### src/rtl/ifu_fetch_ctrl.sv
`default_nettype none
// ============================================================================
// Module   : ifu_fetch_ctrl
// Summary  : Multi-cycle instruction fetch controller. It issues one imem
//            request at a time and holds the returned word for decode under a
//            valid/ready handshake. The next fetch starts only after the
//            commit side supplies the next PC. A misaligned next PC produces
//            a faulted slot with no memory access.
// Options  : IFU_TIMEOUT_EN - when defined, a RESP watchdog turns a missing
//            response into a faulted slot after TIMEOUT cycles. The late
//            response is then swallowed through a stale flag.
// Revision : 1.0 - initial release
// ============================================================================
module ifu_fetch_ctrl #(
  parameter int unsigned      PC_DW    = 32,
  parameter int unsigned      INST_DW  = 32,
  parameter logic [PC_DW-1:0] RESET_PC = PC_DW'(32'h8000_0000),
  parameter int unsigned      TIMEOUT  = 255
) (
  input  logic               clk,
  input  logic               rst,
  output logic               imem_req_valid,
  input  logic               imem_req_ready,
  output logic [PC_DW-1:0]   imem_req_addr,
  input  logic               imem_resp_valid,
  input  logic [INST_DW-1:0] imem_resp_data,
  input  logic               imem_resp_err,
  output logic               inst_valid,
  input  logic               inst_ready,
  output logic [INST_DW-1:0] inst,
  output logic [PC_DW-1:0]   inst_pc,
  output logic               inst_err,
  input  logic               commit_valid,
  input  logic [PC_DW-1:0]   commit_next_pc
);

  localparam logic [2:0] c_ST_IDLE   = 3'd0;
  localparam logic [2:0] c_ST_REQ    = 3'd1;
  localparam logic [2:0] c_ST_RESP   = 3'd2;
  localparam logic [2:0] c_ST_OUT    = 3'd3;
  localparam logic [2:0] c_ST_COMMIT = 3'd4;

  logic [2:0]         state_q, state_d;
  logic [PC_DW-1:0]   pc_q, pc_d;
  logic [INST_DW-1:0] inst_q, inst_d;
  logic [PC_DW-1:0]   inst_pc_q, inst_pc_d;
  logic               inst_err_q, inst_err_d;

  logic               w_req_valid;
  logic               w_timeout;
  logic               w_commit_take;
  logic               w_misaligned;

  assign w_misaligned = (commit_next_pc[1:0] != 2'b00);

`ifdef IFU_TIMEOUT_EN
  localparam int unsigned        c_CNT_W    = ($clog2(TIMEOUT + 1) > 8) ? $clog2(TIMEOUT + 1) : 8;
  localparam logic [c_CNT_W-1:0] c_CNT_LAST = c_CNT_W'(TIMEOUT - 1);

  logic [c_CNT_W-1:0] tmo_cnt_q, tmo_cnt_d;
  logic               stale_q, stale_d;

  // Watchdog counter: zero outside RESP, so each RESP visit starts from zero.
  always_comb begin
    tmo_cnt_d = '0;
    if (state_q == c_ST_RESP) begin
      tmo_cnt_d = tmo_cnt_q + c_CNT_W'(1);
    end
  end

  // An abandoned fetch leaves one response owed; swallow it before re-requesting.
  always_comb begin
    stale_d = stale_q;
    if (w_timeout) begin
      stale_d = 1'b1;
    end else if (stale_q && imem_resp_valid) begin
      stale_d = 1'b0;
    end
  end

  assign w_timeout   = (state_q == c_ST_RESP) && !imem_resp_valid && (tmo_cnt_q == c_CNT_LAST);
  assign w_req_valid = (state_q == c_ST_REQ) && !stale_q;

  // Watchdog state registers.
  always_ff @(posedge clk or negedge rst) begin
    if (!rst) begin
      tmo_cnt_q <= '0;
      stale_q   <= 1'b0;
    end else begin
      tmo_cnt_q <= tmo_cnt_d;
      stale_q   <= stale_d;
    end
  end
`else
  // Without the watchdog RESP waits forever; TIMEOUT is kept only so both
  // builds share one parameter list.
  assign w_timeout   = 1'b0 && (TIMEOUT != 0);
  assign w_req_valid = (state_q == c_ST_REQ);
`endif

  // Next-state, PC and output-slot update for the fetch sequence.
  always_comb begin
    state_d       = state_q;
    pc_d          = pc_q;
    inst_d        = inst_q;
    inst_pc_d     = inst_pc_q;
    inst_err_d    = inst_err_q;
    w_commit_take = 1'b0;

    case (state_q)
      c_ST_IDLE: begin
        state_d = c_ST_REQ;
      end
      c_ST_REQ: begin
        if (w_req_valid && imem_req_ready) begin
          state_d = c_ST_RESP;
        end
      end
      c_ST_RESP: begin
        if (imem_resp_valid) begin
          inst_d     = imem_resp_data;
          inst_err_d = imem_resp_err;
          inst_pc_d  = pc_q;
          state_d    = c_ST_OUT;
        end else if (w_timeout) begin
          inst_d     = '0;
          inst_err_d = 1'b1;
          inst_pc_d  = pc_q;
          state_d    = c_ST_OUT;
        end
      end
      c_ST_OUT: begin
        if (inst_ready) begin
          if (commit_valid) begin
            w_commit_take = 1'b1;
          end else begin
            state_d = c_ST_COMMIT;
          end
        end
      end
      c_ST_COMMIT: begin
        if (commit_valid) begin
          w_commit_take = 1'b1;
        end
      end
      default: begin
        state_d = c_ST_IDLE;
      end
    endcase

    // A misaligned target never reaches memory: it becomes a faulted slot.
    if (w_commit_take) begin
      pc_d = commit_next_pc;
      if (w_misaligned) begin
        inst_d     = '0;
        inst_err_d = 1'b1;
        inst_pc_d  = commit_next_pc;
        state_d    = c_ST_OUT;
      end else begin
        state_d    = c_ST_REQ;
      end
    end
  end

  // Architectural registers of the fetch controller.
  always_ff @(posedge clk or negedge rst) begin
    if (!rst) begin
      state_q    <= c_ST_IDLE;
      pc_q       <= RESET_PC;
      inst_q     <= '0;
      inst_pc_q  <= '0;
      inst_err_q <= 1'b0;
    end else begin
      state_q    <= state_d;
      pc_q       <= pc_d;
      inst_q     <= inst_d;
      inst_pc_q  <= inst_pc_d;
      inst_err_q <= inst_err_d;
    end
  end

  assign imem_req_valid = w_req_valid;
  assign imem_req_addr  = pc_q;
  assign inst_valid     = (state_q == c_ST_OUT);
  assign inst           = inst_q;
  assign inst_pc        = inst_pc_q;
  assign inst_err       = inst_err_q;

endmodule
`default_nettype wire

### config.mk
export PLATFORM = sky130hd
export DESIGN_NAME = ifu_fetch_ctrl
export DESIGN_NICKNAME = d
export VERILOG_FILES = /design/src/rtl/ifu_fetch_ctrl.sv
export SDC_FILE = /design/constraint.sdc
export NUM_CORES = 1
export LEC_CHECK = 0
export ABC_AREA = 1
export CAP_MARGIN = 20
export CORE_MARGIN = 1
export CORE_UTILIZATION = 47
export CTS_BUF_LIST = sky130_fd_sc_hd__clkbuf_4 sky130_fd_sc_hd__clkbuf_8
export DETAILED_ROUTE_END_ITERATION = 12
export HOLD_SLACK_MARGIN = 0.12
export PLACE_DENSITY_LB_ADDON = 0.2
export SETUP_SLACK_MARGIN = 0.2
export SLEW_MARGIN = 40
export SYNTH_ARGS = -nofsm -noshare
export SYNTH_HDL_FRONTEND = slang
export SYNTH_SLANG_ARGS = --single-unit
### constraint.sdc
create_clock -name clk -period 1.5 [get_ports clk]
set_input_delay 0.15 -clock clk [delete_from_list [all_inputs] [get_ports clk]]
set_output_delay 0.15 -clock clk [all_outputs]
set_load 0.02 [all_outputs]
# Word level (Yosys, flattened, before mapping)
# Index checks and enable logic that the tools add are counted.
word_totals:
  regBits: 100
  in_bits: 71
  out_inout_bits: 99
  elab_cells: 40
op_classes:
  n_eq_ne: 9
  muxes: 22
  n_reduce_logical: 4
op_table:
  columns: ["operator", "count"]
  rows:
  - ["32-bit 2-to-1 mux", 8]
  - ["3-bit 2-to-1 mux", 5]
  - ["3-bit case mux with 5 select lines", 1]
  - ["3-bit by 2-bit == test with 1-bit output, second input constant", 2]
  - ["1-bit 2-to-1 mux", 6]
  - ["3-bit by 1-bit != test with 1-bit output, second input constant", 2]
  - ["5-bit AND reduction", 1]
  - ["3-bit by 1-bit == test with 1-bit output, second input constant", 1]
  - ["3-bit == test, second input constant", 1]
  - ["3-bit zero test", 1]
  - ["3-bit by 2-bit != test with 1-bit output, second input constant", 1]
  - ["3-bit != test, second input constant", 1]
  - ["2-bit 2-to-1 mux", 1]
  - ["2-bit != test, second input constant", 1]
  - ["1-bit case mux with 2 select lines", 1]
  - ["2-bit nonzero test", 1]
  - ["1-bit logical AND", 1]

# Depth between registers and ports, before layout
depth:
  depth_word: 5
  ltp_mapped: 9

# Worst setup path before layout
# Ideal clock, no wire load.
synth_path:
  path_kind: "flip-flop to flip-flop"
  start: "register state_q[2]"
  end: "register inst_pc_q[0], in the netlist inst_pc[0]"
  t_arrival_ps: 1276
  t_required_ps: 1376
  slack_ps: 100
  path_stages_with_launch: 8
  n_path_buf: 1
  period_less_slack_ps: 1400
  cell_sequence: "dfrtp_1 -> nor2_2 -> nand2_2 -> nand2_4 -> buf_6 -> nand2_1 -> o211ai_1 -> nand2_1"
synth_via:
  elab_cells_between_ends: 7
synth_rtl:
  columns: ["item", "line", "rtl"]
  rows:
  - ["start: declaration", "43", "logic [2:0] state_q, state_d;"]
  - ["start signal: assignment", "168", "state_q <= c_ST_IDLE;"]
  - ["start signal: assignment", "174", "state_q <= state_d;"]
  - ["3-bit by 2-bit == test with 1-bit output", null, null]
  - ["via inst_valid", "28", "output logic inst_valid,"]
  - ["1-bit case mux with 2 select lines", "110", "case (state_q)"]
  - ["32-bit 2-to-1 mux", "152", "if (w_commit_take) begin"]
  - ["via inst_pc_d[0]", "46", "logic [PC_DW-1:0] inst_pc_q, inst_pc_d;"]
  - ["end signal: assignment", "177", "inst_pc_q <= inst_pc_d;"]
  - ["end: declaration", "46", null]
# The timed path passes the listed nets, and every way through them passes these cells.
# A chain may end at the register's enable or synchronous reset.

# Worst setup path after layout
layout_path:
  start: "register state_q[0]"
  end: "register inst_q[6], in the netlist inst[6]"
layout_via:
  elab_chain_len: 4
  elab_cells_between_ends: 7
layout_rtl:
  columns: ["item", "line", "rtl"]
  rows:
  - ["3-bit by 2-bit == test with 1-bit output", "110", null]
  - ["32-bit 2-to-1 mux", "110", null]
  - ["32-bit 2-to-1 mux", "154", "if (w_misaligned) begin"]
  - ["32-bit 2-to-1 mux (*)", "152", null]
  - ["via inst_d[6]", "45", "logic [INST_DW-1:0] inst_q, inst_d;"]
  - ["end signal: assignment", "176", "inst_q <= inst_d;"]
  - ["end: declaration", "45", null]
# The timed path passes the listed nets; every way through them passes the cells marked *.

==> out/metrics.cfg <==
[status]
outcome = complete, but fails checks
violations = setup timing

[finish]
layout_common_cells = nand2_1 (273), dfrtp_1 (96), dlygate4sd2_1 (80)
final_common_cell = nand2_1
fin_cells = 963
diodes = 0
area_growth_pct = 59.9
drive_gt1_share_pct = 18.9
final_nets = 896

[global_route]
grt_max_degree = 45
grt_pass1_vias = 4486
grt_usage_pct = 27.9
antenna_found_initial = 0
grt_pass1_wl_um = 22300
grt-ovfl-total = 0

[critical_path]
crit_fanout = 13
cp_slowest_cell = dfrtp_2
crit_family = simple AND/OR/NAND/NOR gates
cp_num_buf_inv = 3
critical_path_arrival_ns = 1.85
critPathKind = flip-flop to flip-flop
crit_top_cell = nand2_8
crit_required_ns = 1.76
start_kind = flip-flop
crit_chain = inv_2, nand4_1, nand2_8, nand2_8, bufbuf_16, nand2_1, inv_1
end_kind = flip-flop
max_stage_delay_ns = 0.46

[route]
drcViolationCount = 0
wirelength_um = 16600
drtAntennaViolNets = 0
num_vias = 5071
firstDrtPassIters = 5
detail_route.wl_per_cell_um = 17.2
vias_per_cell = 5.27
drtIter0Drc = 279

[clocking]
clock_latency_ns = 0.37
cts.clk_slew.worst_paths_ns = 0.11
cts.path.max_buffers = 2
cts_inserted_buffers = 9
root_buffer = clkbuf_8
cts_tree = built
htreeDepth = 3
clock-sinks = 100

[placed_design]
preCtsSetupSlack_ns = -0.0700
port_buffers = 169
hpwl_um = 9110
place_inst = 909
gp_congestion = 0.863

[sta]
max_slew.worst_pin.slew_ns = 0.393
fin_crit_sh_pct = 106
fmax_ghz = 0.629
fin_ws_ns = -0.0909
min_period_ns = 1.59
drv_slew = 0
slew_headroom_pct = 73.8
finalSetupViolCount = 61
fin_skew_ns = 0.0191
hold_violations = 0
rsz0062_at_grt = yes

[synthesis]
ys_seq_area_share_pct = 52.5
synth-seq-cells = 100
synth_fp_nets = 699
postSynthAreaPerCell_um2 = 7.59
syn_inst = 628
yosysUniqueCellTypes = 23
synth_warnings = 0
synth_area_um2 = 4760

[floorplanning]
io_pins = 170
core_um2 = 9820
start_util_pct = 48.5
die_area_um2 = 10500
die_y_um = 103
die_w_um = 103
num_rows = 36

[hold_path]
hp-class = input pin to asynchronous set/reset pin

[flow_run]
drv_cap = 0

[power_and_ir_drop]
vdd_drop_max_mv = 1.16
report.power.total_mw = 14.2
power_leakage_nw = 4.27
power_density_nw_per_um2 = 1860

==> cells in the mapped netlist <==
cell      count  share of area (%)
inv_1        43                3.4
o21ai_0      43                4.5
clkbuf_1      6               0.47
dfstp_2       1               0.55
nand3_1      35                3.7
inv_2         1              0.079
buf_1         2               0.16
nor2_1        3               0.24
a21o_1        1               0.16
buf_2        19                2.0
or2_2         1               0.13
nand2_1     326                 26
o211ai_1      2               0.32
buf_4         1               0.16
o21ai_1      24                2.5
dfrtp_1      99                 52
nand2_4       2               0.47
o31ai_1       1               0.16
buf_6        10                2.4
clkbuf_2      3               0.32
nand2_2       1               0.13
nand4_1       1               0.13
nor2_2        3               0.39
==> registers in the layout, summed over array words and instances, names as in the netlist <==
register       flops
inst              32
inst_err           1
state_q            3
inst_pc           32
imem_req_addr     32
==> per-stage QoR <==
| stage | TNS [ns] | util [%] | hold WS, ns | area (um2) |
|---|---|---|---|---|
| 2_1_floorplan | 0 | - | -0.146 | 4770 |
| 5_1_grt | -6.62 | 77.6 | 0.270 | 7620 |
| 3_3_place_gp | -0.0172 | 67.7 | 0.0905 | 6650 |
| 3_5_place_dp | -1.54 | 67.7 | 0.0945 | 6650 |
| 4_1_cts | -1.06 | 72.2 | 0.235 | 7090 |
| 6_report | -2.90 | 77.6 | 0.235 | 7620 |
==> per-layer routing <==
| layer | wire length [um] | global-route usage [%] | part of all wire, % |
|---|---|---|---|
| met5 | 0 | 0 | 0 |
| met4 | 383 | 7.58 | 2.3 |
| met3 | 1400 | 6.17 | 8.4 |
| met2 | 8440 | 48.6 | 51 |
| met1 | 6360 | 34.9 | 38 |
==> final cells by class <==
type	instances	area [um2]
multi-input cells	443	2070
flip-flops and latches	100	2510
clock buffers	12	153
fillers	711	2200
well taps	133	166
clock inverters	4	33.8
inverters	44	170
repair buffers	227	2520
==> worst paths after layout <==
check	depth (start not counted)	slack [ns]	startpoint	endpoint
setup / recovery	7	-0.09	state_q[0]$_DFFE_PN0P_	inst[6]$_DFF_PN0_
hold / removal	2	0.24	rst	inst[14]$_DFF_PN0_
setup reg to reg	7	-0.09	state_q[0]$_DFFE_PN0P_	inst[6]$_DFF_PN0_
hold reg to reg	2	0.49	imem_req_addr[31]$_DFFE_PN1N_	imem_req_addr[31]$_DFFE_PN1N_
max in group asynchronous	3	0.62	rst	imem_req_addr[31]$_DFFE_PN1N_
min in group clk	3	0.34	commit_next_pc[21]	imem_req_addr[21]$_DFFE_PN0N_
==> report_power, final <==
group,leakage (nW),switching [mW],internal [mW]
sequential,1.27,0.797,3.84
clock,0.0940,0.969,0.700
combinational,2.91,4.61,3.27
total,4.27,6.37,7.81
==> cell families (layout without fill, tap and decap cells) <==
| logic type | count (synthesis) | after routing | synth area share [%] |
|---|---|---|---|
| flops | 100 | 100 | 52.5 |
| compound gates | 71 | 71 | 7.67 |
| simple gates | 372 | 372 | 30.9 |
| buf+inv | 85 | 287 | 8.93 |
==> repair_timing <==
| action | 4_1_cts | 5_1_grt |
|---|---|---|
| resized for setup | 136 | 95 |
| setup buffers | 7 | 11 |
| cloned | 8 | 11 |
| pin swaps | 2 | 22 |
| hold endpoints to repair | 99 | 0 |
| endpoints found under the setup margin | 198 | 118 |
| hold buffers | 1 | 0 |
Power figures use the tool's default switching activity.
